==> src/rtl/mem_bus_arbiter.sv <==
// Two-master to one-port memory bus arbiter: fetch (ibus) and memory stage (dbus) share one dbus-style port.
// Latency: one cycle from request to downstream valid; responses are forwarded combinationally to the granted side.
// Backpressure: stalls through addr_ok/data_ok; one outstanding transaction; optional MEM_ARB_ROUND_ROBIN_EN tie-break.

package mem_bus_pkg;
    typedef enum logic [1:0] {
        MSIZE1 = 2'd0,
        MSIZE2 = 2'd1,
        MSIZE4 = 2'd2,
        MSIZE8 = 2'd3
    } msize_t;

    typedef struct packed {
        logic        valid;
        logic [31:0] addr;
    } ibus_req_t;

    typedef struct packed {
        logic        addr_ok;
        logic        data_ok;
        logic [31:0] data;
    } ibus_resp_t;

    typedef struct packed {
        logic        valid;
        logic [31:0] addr;
        msize_t      size;
        logic [3:0]  strobe;
        logic [31:0] data;
    } dbus_req_t;

    typedef struct packed {
        logic        addr_ok;
        logic        data_ok;
        logic [31:0] data;
    } dbus_resp_t;
endpackage

module mem_bus_arbiter
    import mem_bus_pkg::*;
#(
    parameter int unsigned TIMEOUT_CYCLES = 0
) (
    input  logic       clk,
    input  logic       reset,
    input  ibus_req_t  ireq,
    output ibus_resp_t iresp,
    input  dbus_req_t  dreq,
    output dbus_resp_t dresp,
    output dbus_req_t  mreq,
    input  dbus_resp_t mresp,
    output logic       busy,
    output logic       timeout
);

    typedef enum logic [2:0] {
        IDLE  = 3'd0,
        IADDR = 3'd1,
        IDATA = 3'd2,
        DADDR = 3'd3,
        DDATA = 3'd4
    } state_t;

    state_t      state_q, state_d;
    dbus_req_t   hold_q, hold_d;     // granted request, replayed with valid low during the data phase
    logic [31:0] wdog_q, wdog_d;
    logic        timeout_q, timeout_d;
    dbus_req_t   ifetch_req;
    logic        pick_dbus;

`ifdef MEM_ARB_ROUND_ROBIN_EN
    logic last_dbus_q, last_dbus_d;  // 1 = dbus was granted most recently

    // Tie goes to whichever side was not granted last; a lone request always wins
    always_comb begin
        pick_dbus = dreq.valid & ~(ireq.valid & last_dbus_q);
    end

    // Remember the winner whenever an address phase is started from IDLE
    always_comb begin
        last_dbus_d = last_dbus_q;
        if (state_q == IDLE && (dreq.valid || ireq.valid)) begin
            last_dbus_d = pick_dbus;
        end
    end

    // Round-robin history register
    always_ff @(posedge clk or posedge reset) begin
        if (reset) begin
            last_dbus_q <= 1'b0;
        end else begin
            last_dbus_q <= last_dbus_d;
        end
    end
`else
    // Fixed priority: the memory stage always wins a tie
    always_comb begin
        pick_dbus = dreq.valid;
    end
`endif

    // Fetches are always full-word reads
    always_comb begin
        ifetch_req       = '0;
        ifetch_req.valid = ireq.valid;
        ifetch_req.addr  = ireq.addr;
        ifetch_req.size  = MSIZE4;
    end

    // Next-state, request muxing, response routing and watchdog
    always_comb begin
        state_d   = state_q;
        hold_d    = hold_q;
        wdog_d    = wdog_q;
        timeout_d = timeout_q;
        mreq      = '0;
        iresp     = '0;
        dresp     = '0;

        case (state_q)
            IDLE: begin
                if (pick_dbus) begin
                    state_d = DADDR;
                end else if (ireq.valid) begin
                    state_d = IADDR;
                end
            end

            IADDR: begin
                mreq          = ifetch_req;
                hold_d        = ifetch_req;
                iresp.addr_ok = mresp.addr_ok;
                // data_ok without addr_ok is not a legal completion here
                iresp.data_ok = mresp.addr_ok & mresp.data_ok;
                iresp.data    = mresp.data;
                if (!ireq.valid) begin
                    state_d = IDLE;
                end else if (mresp.addr_ok && mresp.data_ok) begin
                    state_d = IDLE;
                end else if (mresp.addr_ok) begin
                    state_d = IDATA;
                end
            end

            IDATA: begin
                mreq          = hold_q;
                mreq.valid    = 1'b0;
                iresp.data_ok = mresp.data_ok;
                iresp.data    = mresp.data;
                if (mresp.data_ok) begin
                    state_d = IDLE;
                end
            end

            DADDR: begin
                mreq          = dreq;
                hold_d        = dreq;
                dresp.addr_ok = mresp.addr_ok;
                dresp.data_ok = mresp.addr_ok & mresp.data_ok;
                dresp.data    = mresp.data;
                if (!dreq.valid) begin
                    state_d = IDLE;
                end else if (mresp.addr_ok && mresp.data_ok) begin
                    state_d = IDLE;
                end else if (mresp.addr_ok) begin
                    state_d = DDATA;
                end
            end

            DDATA: begin
                mreq          = hold_q;
                mreq.valid    = 1'b0;
                dresp.data_ok = mresp.data_ok;
                dresp.data    = mresp.data;
                if (mresp.data_ok) begin
                    state_d = IDLE;
                end
            end

            default: begin
                state_d = IDLE;
            end
        endcase

        // Counter is zero whenever an address phase begins and saturates instead of wrapping
        if (state_q == IDLE) begin
            wdog_d = '0;
        end else if (wdog_q != '1) begin
            wdog_d = wdog_q + 32'd1;
        end

        if (TIMEOUT_CYCLES != 0 && state_q != IDLE && wdog_d == TIMEOUT_CYCLES) begin
            timeout_d = 1'b1;
            state_d   = IDLE;
        end
    end

    // State, held request, watchdog and sticky timeout registers
    always_ff @(posedge clk or posedge reset) begin
        if (reset) begin
            state_q   <= IDLE;
            hold_q    <= '0;
            wdog_q    <= '0;
            timeout_q <= 1'b0;
        end else begin
            state_q   <= state_d;
            hold_q    <= hold_d;
            wdog_q    <= wdog_d;
            timeout_q <= timeout_d;
        end
    end

    assign busy    = (state_q != IDLE);
    assign timeout = timeout_q;

endmodule

==> config.mk <==
export PLATFORM = sky130hd
export DESIGN_NAME = mem_bus_arbiter
export DESIGN_NICKNAME = d
export VERILOG_FILES = /design/src/rtl/mem_bus_arbiter.sv
export SDC_FILE = /design/constraint.sdc
export NUM_CORES = 1
export LEC_CHECK = 0
export ABC_AREA = 1
export BUFFER_PORTS_ARGS = -buffer_cell sky130_fd_sc_hd__buf_2
export CAP_MARGIN = 20
export CORE_AREA = 2 2 109 111
export CTS_CLUSTER_SIZE = 12
export DETAILED_ROUTE_END_ITERATION = 7
export DIE_AREA = 0 0 111 113
export GPL_ROUTABILITY_DRIVEN = 0
export PLACE_DENSITY = 0.73
export SYNTH_ARGS = -nofsm -noshare
export SYNTH_HDL_FRONTEND = slang
export SYNTH_SLANG_ARGS = --single-unit
==> constraint.sdc <==
create_clock -name clk -period 2.4 [get_ports clk]
set_input_delay 0.24 -clock clk [delete_from_list [all_inputs] [get_ports clk]]
set_output_delay 0.24 -clock clk [all_outputs]
set_load 0.01 [all_outputs]
# Word-level counts from Yosys, hierarchy flattened
# Cells that the tools add are included.
[word_totals]
register_bits = 73
latch_bits = 0
ram_bits = 0
mem_bits_ro = 0
n_memories = 0
[op_classes]
add_sub_neg = 0
n_mul = 0
div_mod_pow = 0
order_cmp = 0
n_eq_ne = 8
shift = 0
n_mux = 16
n_bitwise = 1
n_reduce_logical = 6
[ops]
columns = ["op", "n"]
rows = [
  ["$pmux W71 S3", 1],
  ["$pmux W70 S2", 1],
  ["$pmux W33 S2", 2],
  ["$mux W3", 9],
  ["$pmux W3 S4", 1],
  ["$ne A4 B4 Y1 const B", 2],
  ["$eq A3 B2 Y1 const B", 2],
  ["$reduce_and A4 Y1", 1],
  ["$eq A3 B1 Y1 const B", 1],
  ["$eq A3 B3 Y1 const B", 1],
  ["$logic_not A3 Y1", 1],
  ["$ne A3 B3 Y1 const B", 1],
  ["$reduce_bool A3 Y1", 1],
  ["$mux W1", 2],
  ["$ne A2 B1 Y1 const B", 1],
  ["$reduce_bool A2 Y1", 1],
  ["$reduce_or A2 Y1", 1],
  ["$and A1 B1 Y1", 1],
  ["$logic_and A1 B1 Y1", 1],
]

# Logic depth before layout (Yosys ltp)
# Gate-level depths: netlist of run 1.
[logic_depth]
word_depth = 4
depth_mapped = 9
mapped_depth_nobuf = 9

# Worst setup path before layout of run 1
# Ideal clock, no wire load.
[synth_path]
path_type = "flip-flop to output port"
startpoint = "register state_q[1]"
endpoint = "output mreq[40] (netlist name)"
arrival_ns = 1.269
required_time_ns = 2.160
slack_ns = 0.891
path_stages_with_launch = 7
cell_sequence = "dfrtp_1 > nor2_1 > nand2_1 > nand2_1 > inv_2 > buf_2 > o21ai_0"
[synth_lines]
columns = ["element", "line", "rtl"]
rows = [
  ["from (decl)", "64", "state_t state_q, state_d;"],
  ["from (signal assigned)", "206", "state_q <= state_d;"],
  ["to (decl)", "50", "output dbus_req_t mreq,"],
]

==> impl_metrics.py, run 1 <==
metrics = {
    "floorplan": {
        "initial_core_util_pct": 37.7,
        "coreArea_mm2": 0.0113,
        "rows": 39,
        "die_width_um": 111,
        "fp.dieArea_mm2": 0.0125,
        "num_io_pins": 281,
        "die_h_um": 113,
    },
    "worst_setup_path": {
        "reg2reg_from": "state_q[2]",
        "cp_top_family": "buffers and inverters",
        "start_kind": "flop",
        "arrival_ps": 1960,
        "cp.required_ps": 2160,
        "slowest_delay_ps": 490,
        "crit_path_max_fanout": 28,
        "critPathMostFrequentCell": "nand2_1",
        "crit_start": "state_q[1]",
        "rr_worst_depth": 9,
        "cp.depth": 7,
        "critPathSlowestCell": "dfrtp_1",
        "critical_path.endpoint": "mreq[17]",
        "cp_num_buf_inv": 3,
        "reg2reg_to": "state_q[2]",
        "r2r_setup_slack_ps": 730,
        "crit_chain": "nor2_1 > nand2_1 > nand2_1 > inv_2 > buf_12 > o22ai_1 > buf_2",
        "worstSetupPathType": "flop to output port",
        "end_kind": "output port",
    },
    "status": {
        "outcome": "completed",
    },
    "drt": {
        "finalWirelength_mm": 12.5,
        "vias": 4446,
        "routedWlPerCell_um": 13.2,
        "vias_per_cell": 4.70,
        "first_iter_violations": 298,
        "first_pass_iters": 5,
        "drc_errors": 0,
        "ant_nets": 0,
    },
    "clock_tree": {
        "cts_tree": "built",
        "post_cts.repair.setup_buffers": 0,
        "clkSlewWorstSetupHoldPaths_ps": 60,
        "clk_latency_ps": 330,
        "clock-sinks": 73,
        "htreeDepth": 3,
        "cts_hold_buf": 0,
        "cts_root_buf": "clkbuf_16",
        "clk_path_buf_depth": 2,
        "post_cts_resized": 0,
        "numCtsBuffers": 9,
    },
    "synthesis": {
        "synth-xor-area-share_pct": 0,
        "synth.area.mux_share_pct": 0,
        "synth_area_mm2": 0.00425,
        "ys_ff_latch": 73,
        "synth_cell_types": 21,
        "syn_inst": 534,
        "yosys_warnings": 0,
        "ys_seq_area_share_pct": 43.0,
        "synth_compound_area_share_pct": 29.2,
        "syn_nets": 674,
        "synth_top_family_by_area": "compound AO/OA/AOI/OAI gates",
        "synthSimpleGateAreaFrac_pct": 9.36,
        "synthAdderAreaFrac_pct": 0,
        "syn_area_per_cell_um2": 7.96,
    },
    "placement": {
        "dp.cells": 929,
        "hpwl_mm": 9.31,
        "port_buffers": 279,
    },
    "pwr": {
        "power_mw": 7.66,
        "vdd_ir_drop_max_v": 0.000634,
        "p_leak_nw": 3.57,
        "powerDensity_mw_per_mm2": 1260,
    },
    "grt": {
        "grt_pass1_wl_mm": 19.3,
        "track_usage_pct": 18.9,
        "grtUsageMet2_pct": 31.3,
        "grt_use_met3_pct": 4.71,
        "grt_pass1_vias": 3892,
        "grt_overflow": 0,
        "antenna_found_initial": 0,
        "grt_busiest_layer": "met2",
        "grt_max_degree": 78,
        "met1_usage_pct": 24.9,
    },
    "sta": {
        "worst_slew_pin_slew_ps": 750,
        "timing.setup.tns_ps": 0,
        "rsz0062_at_grt": "false",
        "whs_ps": 41.5,
        "final-setup-viol-count": 0,
        "clock.fmax_ghz": 0.455,
        "fin_skew_ps": 4.92,
        "hold_viol_final": 0,
        "max_slew_margin_pct": 49.9,
        "finalMaxSlewViolations": 0,
        "period_share_pct": 91.5,
        "fin_crit_ps": 2200,
    },
    "finish": {
        "nets": 937,
        "multi_input_area_mm2": 0.00165,
        "num_antenna_cells": 0,
        "fill_cells": 1087,
        "area_delta_synth_final_pct": 42.4,
        "seq_area_mm2": 0.00183,
        "utilization_pct": 53.7,
        "final_cells": 945,
        "drive_gt1_share_pct": 43.1,
    },
    "run": {
        "max_cap_viol_count": 0,
    },
    "min_path": {
        "min_path_type": "input port to async pin",
    },
}
## worst min path at each step
stage | startpoint | to | slack (ps) | cells after the start
floorplan | ireq[2] | hold_q[40] | 390 | 2
global placement | reset | hold_q[61] | 420 | 2
global route | reset | hold_q[60] | 110 | 2
CTS | reset | hold_q[60] | 60 | 2
detailed placement | reset | hold_q[60] | 420 | 2
finish | reset | hold_q[60] | 40 | 2
## cell type report
type | count | share of cell area, %
well taps | 143 | 2.95
clock inverters | 3 | 0.785
flip-flops and latches | 73 | 30.2
repair buffers | 287 | 25.1
clock buffers | 13 | 4.46
inverters | 151 | 9.36
multi-input cells | 275 | 27.2
## metrics by stage
step / area (µm²) / worst slack (ps)
floorplan: 4250 / 307
CTS: 6060 / 190
finish: 6060 / 204
global placement: 5740 / 609
detailed placement: 5740 / 553
global route: 6060 / 22.4
## routing by layer
layer	vias up	part of all wire, %
met1	1982	44
met5	-	0
met3	13	7.8
met2	205	48
li1	2246	-
met4	0	0.96
## synth_stat cells, drive strengths merged
| cell | instances | area [µm²] |
|---|---|---|
| or2 | 1 | 6.26 |
| nand2 | 19 | 73.8 |
| dfrtp | 73 | 1830 |
| o22ai | 76 | 657 |
| inv | 151 | 567 |
| o21ai | 67 | 335 |
| clkbuf | 4 | 15.0 |
| nand3 | 6 | 30.0 |
| nor2 | 72 | 288 |
| buf | 31 | 201 |
| a22oi | 32 | 240 |
| conb | 1 | 3.75 |
| a21oi | 1 | 8.76 |
## kinds of logic after synthesis
group | count (synthesis)
flip-flops | 73
other | 1
buffers and inverters | 186
AND/OR/NAND/NOR | 98
AO/OA/AOI/OAI | 176
## report_power, final
part	switching [mW]	leakage (nW)	total [mW]	internal, mW
sequential	0.182	0.941	2.02	1.84
clock	0.480	0.156	1.37	0.893
combinational	2.65	2.47	4.26	1.61
## state kept, by name (all words and copies together), names as in the netlist
name     cells
hold_q      70
state_q      3
## placed cells by master, fill, tap and decap left out, drive strengths merged
cell type,netlist,layout
buf,31,287
inv,151,151
o22ai,76,76
dfrtp,73,73
nor2,72,72
o21ai,67,67
a22oi,32,32
nand2,19,19
clkbuf,4,13
nand3,6,6
clkinv,0,2
or2,1,1
a21oi,1,1
conb,1,1
bufinv,0,1
(Power assumes the default switching activity.)
==> inputs of run 2 (changes only) <==
==> config.mk (replaced) <==
export PLATFORM = sky130hd
export DESIGN_NAME = mem_bus_arbiter
export DESIGN_NICKNAME = d
export VERILOG_FILES = /design/src/rtl/mem_bus_arbiter.sv
export SDC_FILE = /design/constraint.sdc
export NUM_CORES = 1
export LEC_CHECK = 0
export BUFFER_PORTS_ARGS = -buffer_cell sky130_fd_sc_hd__buf_2
export CAP_MARGIN = 20
export CORE_ASPECT_RATIO = 1.25
export CORE_UTILIZATION = 23
export CTS_CLUSTER_SIZE = 12
export DETAILED_ROUTE_END_ITERATION = 7
export GPL_ROUTABILITY_DRIVEN = 0
export SYNTH_ARGS = -nofsm -noshare
export SYNTH_HDL_FRONTEND = slang
export SYNTH_SLANG_ARGS = --single-unit
==> run 2 against run 1 <==
  * Cell count is 10% higher
  * Clock skew is 0.80 ps higher
  * Non-clock buffer count is 8 higher
  * Area after synthesis is 12% higher
  * Maximum frequency is 2.7% lower
  * Core utilization is 20 points lower
  * Clock power is 4% lower
==> impl_metrics.py, run 2 <==
metrics = {
    "pwr": {
        "vdd_ir_drop_max_v": 0.000515,
        "p_leak_nw": 3.57,
        "powerDensity_mw_per_mm2": 1250,
        "power_mw": 8.48,
    },
    "sta": {
        "worst_slew_pin_slew_ps": 692,
        "fin_crit_ps": 2260,
        "timing.setup.tns_ps": 0,
        "hold_viol_final": 0,
        "finalMaxSlewViolations": 0,
        "clock.fmax_ghz": 0.443,
        "fin_skew_ps": 5.72,
        "final-setup-viol-count": 0,
        "period_share_pct": 94.1,
        "max_slew_margin_pct": 53.9,
    },
    "synthesis": {
        "synth_area_mm2": 0.00477,
        "syn_area_per_cell_um2": 9.47,
        "syn_nets": 644,
        "yosys.area.top_type_share_pct": 38.3,
        "netlist_top_cells_count": "a22o_1, dfrtp_1, and2_1",
        "ys_ff_latch": 73,
        "yosys-top-cells-area": "dfrtp_1, a22o_1, and2_1",
        "synth_flop_cell": "dfrtp_1",
        "async_flop_share_pct": 100,
        "ys_seq_area_share_pct": 38.3,
        "synth_largest_area_cell": "dfrtp_1",
        "synth_edf_count": 0,
        "yosys_warnings": 0,
        "synth_cell_types": 36,
        "synth.most_common_cell": "a22o_1",
        "syn_inst": 504,
    },
    "worst_setup_path": {
        "end_kind": "output port",
        "start_kind": "flop",
        "worstSetupPathType": "flop to output port",
        "crit_path_max_fanout": 33,
        "arrival_ps": 2020,
        "cp.required_ps": 2160,
    },
    "floorplan": {
        "coreArea_mm2": 0.0202,
        "die_h_um": 163,
        "die_width_um": 131,
        "fp.dieArea_mm2": 0.0213,
        "rows": 58,
        "initial_core_util_pct": 23.6,
        "num_io_pins": 281,
    },
    "finish": {
        "regMostFlops": "hold_q",
        "utilization_pct": 33.5,
        "largest_registers": "hold_q (70), state_q (3)",
        "area_delta_synth_final_pct": 42.1,
        "fill_cells": 2087,
        "most-common-layout-cells": "buf_2, a22o_1, dfrtp_1",
        "fin_area_mm2": 0.00678,
        "final_common_cell": "buf_2",
        "multi_input_area_mm2": 0.00270,
        "seq_area_mm2": 0.00183,
        "drive_gt1_share_pct": 45.6,
        "largest_register_ffs": 70,
        "nets": 903,
    },
    "clock_tree": {
        "cts_tree": "built",
        "htreeDepth": 3,
        "clock-sinks": 73,
        "cts_root_buf": "clkbuf_16",
        "numCtsBuffers": 9,
        "clk_path_buf_depth": 2,
        "clk_latency_ps": 340,
        "clkSlewWorstSetupHoldPaths_ps": 60,
    },
    "drt": {
        "routedWlPerCell_um": 15.5,
        "vias": 4754,
        "first_pass_iters": 4,
        "vias_per_cell": 4.57,
        "first_iter_violations": 168,
        "ant_nets": 0,
        "finalWirelength_mm": 16.1,
        "drc_errors": 0,
    },
    "grt": {
        "grt_pass1_wl_mm": 23.1,
        "grt_overflow": 0,
        "antenna_found_initial": 2,
        "grt_max_degree": 76,
        "grt_pass1_vias": 4404,
        "track_usage_pct": 14.1,
    },
    "placement": {
        "hpwl_mm": 10.9,
        "placed_area_mm2": 0.00637,
        "port_buffers": 279,
    },
    "status": {
        "outcome": "completed",
    },
    "run": {
        "max_cap_viol_count": 0,
    },
    "min_path": {
        "min_path_type": "input port to flop",
    },
}
run 2: cell count changes after synthesis, sizes merged, moves of 26 or more:
cell / change
and2: +65
o22ai: -75
nor2: -59
nand2: +30
a22o: +74
mux2: +26
inv: -146
mux2i: +33
run 2: kinds of logic after synthesis:
logic type             after synthesis  synth area share (%)
XOR/XNOR                             1                 0.184
flip-flops                          73                  38.3
AND/OR/NAND/NOR                    141                  15.5
multiplexers                        59                  13.1
other                                1                0.0786
buffers and inverters               55                  6.34
AO/OA/AOI/OAI                      174                  26.6
run 2: power by group:
part / switching, mW / internal (mW)
sequential: 0.400 / 1.83
combinational: 2.69 / 2.25
clock: 0.575 / 0.738
total: 3.66 / 4.82
run 2: metal layers:
| metal | GRT usage [%] | routed length, µm |
|---|---|---|
| met1 | 19.1 | 7520 |
| met2 | 21.4 | 7370 |
| met3 | 3.18 | 934 |
| met4 | 5.49 | 270 |
| met5 | 0 | 0 |
run 2: final timing paths:
check / from / endpoint / slack, ps / cells after the start
worst min-delay path: dreq[32] / hold_q[32] / 130 / 2
worst max register to register: state_q[1] / state_q[1] / 480 / 5
min in group asynchronous: reset / hold_q[35] / 530 / 3
worst min register to register: hold_q[45] / hold_q[45] / 480 / 1
worst max-delay path: state_q[1] / dresp[17] / 140 / 5
max in group asynchronous: reset / state_q[1] / 1210 / 4
run 2: timing repair:
action / 4_1_cts / 5_1_grt
hold buffers: 1 / 0
buffers inserted: 0 / 2
setup endpoints to repair: 77 / 85
pin swaps: 1 / 2
hold endpoints to repair: 9 / 0
gates resized for setup: 4 / 10
cloned: 1 / 3
run 2: layout make-up:
type                            count  area share (%)
Multi-Input combinational cell    379            39.8
Clock buffer                       10            3.52
Antenna cell                        2          0.0738
Sequential cell                    73            27.0
Tap cell                          270            4.98
Clock inverter                      6           0.720
Timing Repair Buffer              295            23.6
Inverter                            5           0.295
run 2: worst max-delay path, stage by stage (launching register included):
cell and delay, ps:
dfrtp_4 520, buf_8 220, and2_4 220, or2_2 380
and2_1 190, buf_2 140
run 2: metrics by stage:
stage | worst slack, ps | cells | hold WS (ps)
global route | -4.68 | 1038 | 118
CTS | 11.5 | 1033 | 109
floorplan | 307 | 504 | 373
detailed placement | 253 | 1015 | 366
global placement | 273 | 1015 | 368
finish | 143 | 1040 | 126
